## src/rtl/mips_multicycle_ctrl.sv

```systemverilog
// Main control FSM for the multicycle MIPS core: sequences fetch/decode/execute/memory/writeback
// and drives datapath enables. Define MC_ILLEGAL_TRAP_EN to trap unsupported opcodes in TRAP.
`timescale 1ns/1ps
module mips_multicycle_ctrl (
    input  logic       clk,
    input  logic       reset_n,
    input  logic [5:0] opcode,
    input  logic       mem_ready,
    output logic       mem_req,
    output logic       MemWrite,
    output logic       IorD,
    output logic       IRWrite,
    output logic       PCWrite,
    output logic       Branch,
    output logic [1:0] PCSrc,
    output logic       ALUSrcA,
    output logic [1:0] ALUSrcB,
    output logic [1:0] ALUOp,
    output logic       RegDst,
    output logic       MemtoReg,
    output logic       RegWrite,
    output logic [3:0] state,
    output logic       illegal_op
);

    typedef enum logic [3:0] {
        FETCH   = 4'd0,
        DECODE  = 4'd1,
        MEMADR  = 4'd2,
        MEMRD   = 4'd3,
        MEMWB   = 4'd4,
        MEMWR   = 4'd5,
        RTYPEEX = 4'd6,
        RTYPEWB = 4'd7,
        BEQEX   = 4'd8,
        ADDIEX  = 4'd9,
        ADDIWB  = 4'd10,
        JEX     = 4'd11,
        TRAP    = 4'd12
    } state_t;

    localparam logic [5:0] OP_RTYPE = 6'b000000;
    localparam logic [5:0] OP_LW    = 6'b100011;
    localparam logic [5:0] OP_SW    = 6'b101011;
    localparam logic [5:0] OP_BEQ   = 6'b000100;
    localparam logic [5:0] OP_ADDI  = 6'b001000;
    localparam logic [5:0] OP_J     = 6'b000010;

    state_t state_q, state_d;

    logic memReqRaw, memWriteRaw, irWriteRaw, pcWriteRaw, branchRaw, regWriteRaw;

    always_ff @(posedge clk or negedge reset_n) begin
        if (!reset_n) begin
            state_q <= FETCH;
        end else begin
            state_q <= state_d;
        end
    end

`ifdef MC_ILLEGAL_TRAP_EN
    logic illegal_q;

    always_ff @(posedge clk or negedge reset_n) begin
        if (!reset_n) begin
            illegal_q <= 1'b0;
        end else if (state_d == TRAP) begin
            illegal_q <= 1'b1;
        end
    end

    assign illegal_op = illegal_q;
`else
    assign illegal_op = 1'b0;
`endif

    always_comb begin
        state_d     = FETCH;
        memReqRaw   = 1'b0;
        memWriteRaw = 1'b0;
        irWriteRaw  = 1'b0;
        pcWriteRaw  = 1'b0;
        branchRaw   = 1'b0;
        regWriteRaw = 1'b0;
        IorD        = 1'b0;
        PCSrc       = 2'b00;
        ALUSrcA     = 1'b0;
        ALUSrcB     = 2'b00;
        ALUOp       = 2'b00;
        RegDst      = 1'b0;
        MemtoReg    = 1'b0;

        case (state_q)
            DECODE: begin
                ALUSrcB = 2'b11;
                case (opcode)
                    OP_LW, OP_SW: state_d = MEMADR;
                    OP_RTYPE:     state_d = RTYPEEX;
                    OP_BEQ:       state_d = BEQEX;
                    OP_ADDI:      state_d = ADDIEX;
                    OP_J:         state_d = JEX;
`ifdef MC_ILLEGAL_TRAP_EN
                    default:      state_d = TRAP;
`else
                    default:      state_d = FETCH;
`endif
                endcase
            end
            MEMADR: begin
                ALUSrcA = 1'b1;
                ALUSrcB = 2'b10;
                state_d = (opcode == OP_LW) ? MEMRD : MEMWR;
            end
            MEMRD: begin
                memReqRaw = 1'b1;
                IorD      = 1'b1;
                state_d   = mem_ready ? MEMWB : MEMRD;
            end
            MEMWB: begin
                MemtoReg    = 1'b1;
                regWriteRaw = 1'b1;
            end
            MEMWR: begin
                memReqRaw   = 1'b1;
                memWriteRaw = 1'b1;
                IorD        = 1'b1;
                state_d     = mem_ready ? FETCH : MEMWR;
            end
            RTYPEEX: begin
                ALUSrcA = 1'b1;
                ALUOp   = 2'b10;
                state_d = RTYPEWB;
            end
            RTYPEWB: begin
                RegDst      = 1'b1;
                regWriteRaw = 1'b1;
            end
            BEQEX: begin
                ALUSrcA   = 1'b1;
                ALUOp     = 2'b01;
                PCSrc     = 2'b01;
                branchRaw = 1'b1;
            end
            ADDIEX: begin
                ALUSrcA = 1'b1;
                ALUSrcB = 2'b10;
                state_d = ADDIWB;
            end
            ADDIWB: begin
                regWriteRaw = 1'b1;
            end
            JEX: begin
                PCSrc      = 2'b10;
                pcWriteRaw = 1'b1;
            end
`ifdef MC_ILLEGAL_TRAP_EN
            TRAP: begin
                state_d = TRAP;
            end
`endif
            // FETCH and every unreachable encoding share the fetch controls; only FETCH advances
            default: begin
                memReqRaw  = 1'b1;
                ALUSrcB    = 2'b01;
                irWriteRaw = mem_ready;
                pcWriteRaw = mem_ready;
                state_d    = (state_q == FETCH && mem_ready) ? DECODE : FETCH;
            end
        endcase
    end

    // Strobes are gated directly by reset so they drop without waiting for a clock edge
    assign mem_req  = memReqRaw   & reset_n;
    assign MemWrite = memWriteRaw & reset_n;
    assign IRWrite  = irWriteRaw  & reset_n;
    assign PCWrite  = pcWriteRaw  & reset_n;
    assign Branch   = branchRaw   & reset_n;
    assign RegWrite = regWriteRaw & reset_n;
    assign state    = state_q;

endmodule

```

## config.mk

```make
export PLATFORM = sky130hd
export DESIGN_NAME = mips_multicycle_ctrl
export DESIGN_NICKNAME = d
export VERILOG_FILES = /design/src/rtl/mips_multicycle_ctrl.sv
export SDC_FILE = /design/constraint.sdc
export NUM_CORES = 1
export LEC_CHECK = 0
export BUFFER_PORTS_ARGS = -buffer_cell sky130_fd_sc_hd__buf_2
export CAP_MARGIN = 10
export CORE_AREA = 4 4 41 43
export CTS_BUF_LIST = sky130_fd_sc_hd__clkbuf_8 sky130_fd_sc_hd__clkbuf_16
export DETAILED_ROUTE_END_ITERATION = 6
export DIE_AREA = 0 0 45 47
export HOLD_SLACK_MARGIN = 0.15
export PLACE_DENSITY = 0.77
export RECOVER_POWER = 25
export SLEW_MARGIN = 20
export SYNTH_ARGS = -nofsm -noshare
export SYNTH_HDL_FRONTEND = slang
export SYNTH_SLANG_ARGS = --single-unit
```

## constraint.sdc

```tcl
create_clock -name clk -period 4.9 [get_ports clk]
set_clock_uncertainty 0.15 [all_clocks]
set_input_delay 0.735 -clock clk [delete_from_list [all_inputs] [get_ports clk]]
set_output_delay 0.735 -clock clk [all_outputs]
set_load 0.02 [all_outputs]
```

==> qor.log <==
[run_status] status completed
[synthesis] post-synth net total 89
[power_and_ir_drop] switching part of the total power 39.6%
[timing] Max-slew headroom 61.6%
[floorplan] initial core utilization 44.2%
[power_and_ir_drop] worst vdd ir 0.107 mV
[timing] Slew @ Worst Pin 0.576 ns
[cts] cell at the root of the clock tree clkbuf_8
[critical_path] cell family with most CP delay simple AND/OR/NAND/NOR gates
[routing] post-detailed-route count of antenna-violating nets 0
[cts] total CTS buffers 3
[synthesis] most frequently used cell type in the post-synthesis netlist o21ai_0
[power_and_ir_drop] power per cell area 288 nW/um2
[grt] pin count of the biggest net entering global routing 23
[synthesis] Async SR Flop Fraction 100%
[power_and_ir_drop] Clock power frac 33.2%
[finish] Layout Area Growth over Synthesis 25.4%
[power_and_ir_drop] Leak Pwr 0.353 nW
[grt] number of antenna violations at the first check in global routing 0
[synthesis] sequential element share of the synthesized area 17.4%
[placement] Routability Congestion 0.785
[timing] post-route fraction of the period consumed by the critical path 54.1%
[cts] clock tree from TritonCTS built
[floorplan] Placeable Area 1300 um2
[routing] first-pass iteration count of the detailed router 4
[cts] clk slew on worst S/H paths 0.03 ns
[synthesis] Post-synth top flop dfrtp_1
[routing] final routed wire length divided by cell count 12.1 um
[synthesis] Avg Inst Size Synth 7.19 um2
[routing] number of DRC violations after detailed routing 0
[timing] Final TNS setup 0 ns
[critical_path] Worst Path Class, Setup register to output port
[synthesis] FF+latch count, synth 4
[cts] H-tree lvl count 1
[timing] setup repair after global routing missed its margin no
[synthesis] most area-consuming cells after synthesis dfrtp_1, o21ai_0, nor3b_1, nor2b_1, nor3_1
[cts] Sinks on Clock Net 4
[synthesis] synthesized cell area 576 um2
[finish] flip-flop count of the largest register after layout 4
[finish] share of cells above drive strength 1 31.4%
[floorplan] die footprint 2120 um2
[critical_path] series of cell instances along the critical path or4_4 > a21oi_2 > a21o_1 > buf_2
[power_and_ir_drop] internal power consumption 0.125 mW
[routing] total via count after detailed routing 664
[grt] total congestion overflow after global routing 0
[timing] Post-Route Hold Slack 0.272 ns
[grt] via count of the first global-routing pass 580
[cts] insertion delay to the later sink of the worst-skew pair 0.22 ns
[synthesis] count of different cell masters after synthesis 39
[timing] Fmax 378 MHz
[flow_run] count of max-cap constraint violations 0
[placement] input/output buffers 28
[cts] Resized Gates After CTS 0
[routing] post-detailed-route via-to-cell ratio 5.68
[synthesis] instance count of the mapped netlist 80
[power_and_ir_drop] total net switching power 0.0822 mW
[grt] global-route wire length before repair 2440 um
[critical_path] Required @ worst endpoint 4.01 ns
[power_and_ir_drop] logic gate share of total power 41.2%
[critical_path] slowest CP cell or4_4
[cts] hold buffer count at cts 0
[placement] final HPWL from detailed placement 1080 um
[finish] post-route core utilization 55.5%
[power_and_ir_drop] Reg power frac 25.6%
[cts] setup bufs post-CTS 0
[critical_path] worst stage delay on the critical path 0.60 ns
[routing] final wirelength 1420 um
[grt] Tot GR Track Use 15.4%
[synthesis] Ys Warns 0
[floorplan] Chip Width 45 um
[worst_hold_path] Hold WC Path Type input port to async pin
[critical_path] Worst Setup End Kind output port
[timing] number of max-slew violations in the final report 0
[synthesis] commonest cells in the netlist o21ai_0, nor2b_1, nor3b_1
[timing] setup violators final 0
[critical_path] worst path arrival time 1.76 ns
[floorplan] I/O pin count 30
[synthesis] number of synthesized flops with an enable pin 0
[synthesis] leading area contributor after synthesis dfrtp_1
[cts] deepest clock path buffer count 2
[critical_path] startpoint kind of the worst setup timing path register
[critical_path] Buffers & Inverters on Critical Path 1
[finish] NumNets Final 113
[timing] Period minus WS final 2.65 ns
[critical_path] worst-path fanout max 19
[routing] 1st-iter DRT viols 11
[finish] Antenna Cells 0
[floorplan] # rows 13
[timing] count of endpoints failing hold in the final timing report 0
[synthesis] Synth top area share 17.4%
[floorplan] die height 47 um
worst reg2reg max path, delay by kind of cell, from the launching register on:
kind,cells,cell delay [ns]
AO/OA/AOI/OAI,2,0.48
flip-flops,1,0.63
AND/OR/NAND/NOR,1,0.31
cells by family after synthesis:
kind of cell	synth area share [%]
xor gates and xnor gates	4.57
AOI/OAI and AO/OA	22.4
DFF	17.4
other	0.652
and+or+nand+nor	44.6
buffers and inverters	10.4
through the flow:
| stage | setup WS (ns) | area, um2 | power [mW] | cells |
|---|---|---|---|---|
| global route | 2.16 | 722 | 0.222 | 117 |
| finish | 2.25 | 722 | 0.208 | 117 |
| global placement | 2.51 | 682 | 0.137 | 114 |
| detailed placement | 2.48 | 682 | 0.139 | 114 |
| CTS | 2.25 | 723 | 0.208 | 117 |
| floorplan | 2.29 | 576 | 0.116 | 80 |
path summary, 6_finish.rpt:
kind | slack, ns | depth (start not counted) | endpoint | from
min in group clk | 0.62 | 1 | state[0] | state[3]
setup reg to reg | 3.20 | 3 | state[0] | state[1]
hold / removal | 0.27 | 1 | state[0] | reset_n
max in group asynchronous | 4.04 | 1 | state[3] | reset_n
hold reg to reg | 0.62 | 1 | state[0] | state[3]
setup / recovery | 2.25 | 4 | PCWrite | state[1]
layout make-up:
class                           instances  area [um2]
Multi-Input combinational cell         65         415
Clock buffer                            3        41.3
Inverter                                2        7.51
Sequential cell                         4         100
Tap cell                               15        18.8
Timing Repair Buffer                   28         139
Fill cell                             144         579
cells in the final DEF (no fill, tap or decap), types with 2 or more instances in the layout:
cell	instances
nor2_1	4
a21oi_1	2
nor3_1	4
xor2_1	2
inv_1	2
o21ai_0	9
nor2b_1	5
clkbuf_8	3
nand4_1	2
nor4b_1	2
dfrtp_1	4
or3b_1	2
nand2b_1	3
o21a_1	2
nor3b_1	5
nand2_1	4
buf_2	27
power by group through the flow:
stage	sequential, mW	combinational (mW)	clock, mW
global placement	0.0527	0.0847	0
finish	0.0531	0.0855	0.0689
floorplan	0.0467	0.0691	0
CTS	0.0526	0.0859	0.0699
global route	0.0552	0.0939	0.0731
detailed placement	0.0532	0.0855	0
routing by layer:
layer / track usage [%] / vias to the layer above / wire (um)
met5: 0 / - / 0
met4: 10.5 / 0 / 27
met3: 3.07 / 4 / 110
met2: 24.6 / 25 / 652
met1: 18.6 / 305 / 625
li1: - / 330 / -
Power figures use the tool's default switching activity.
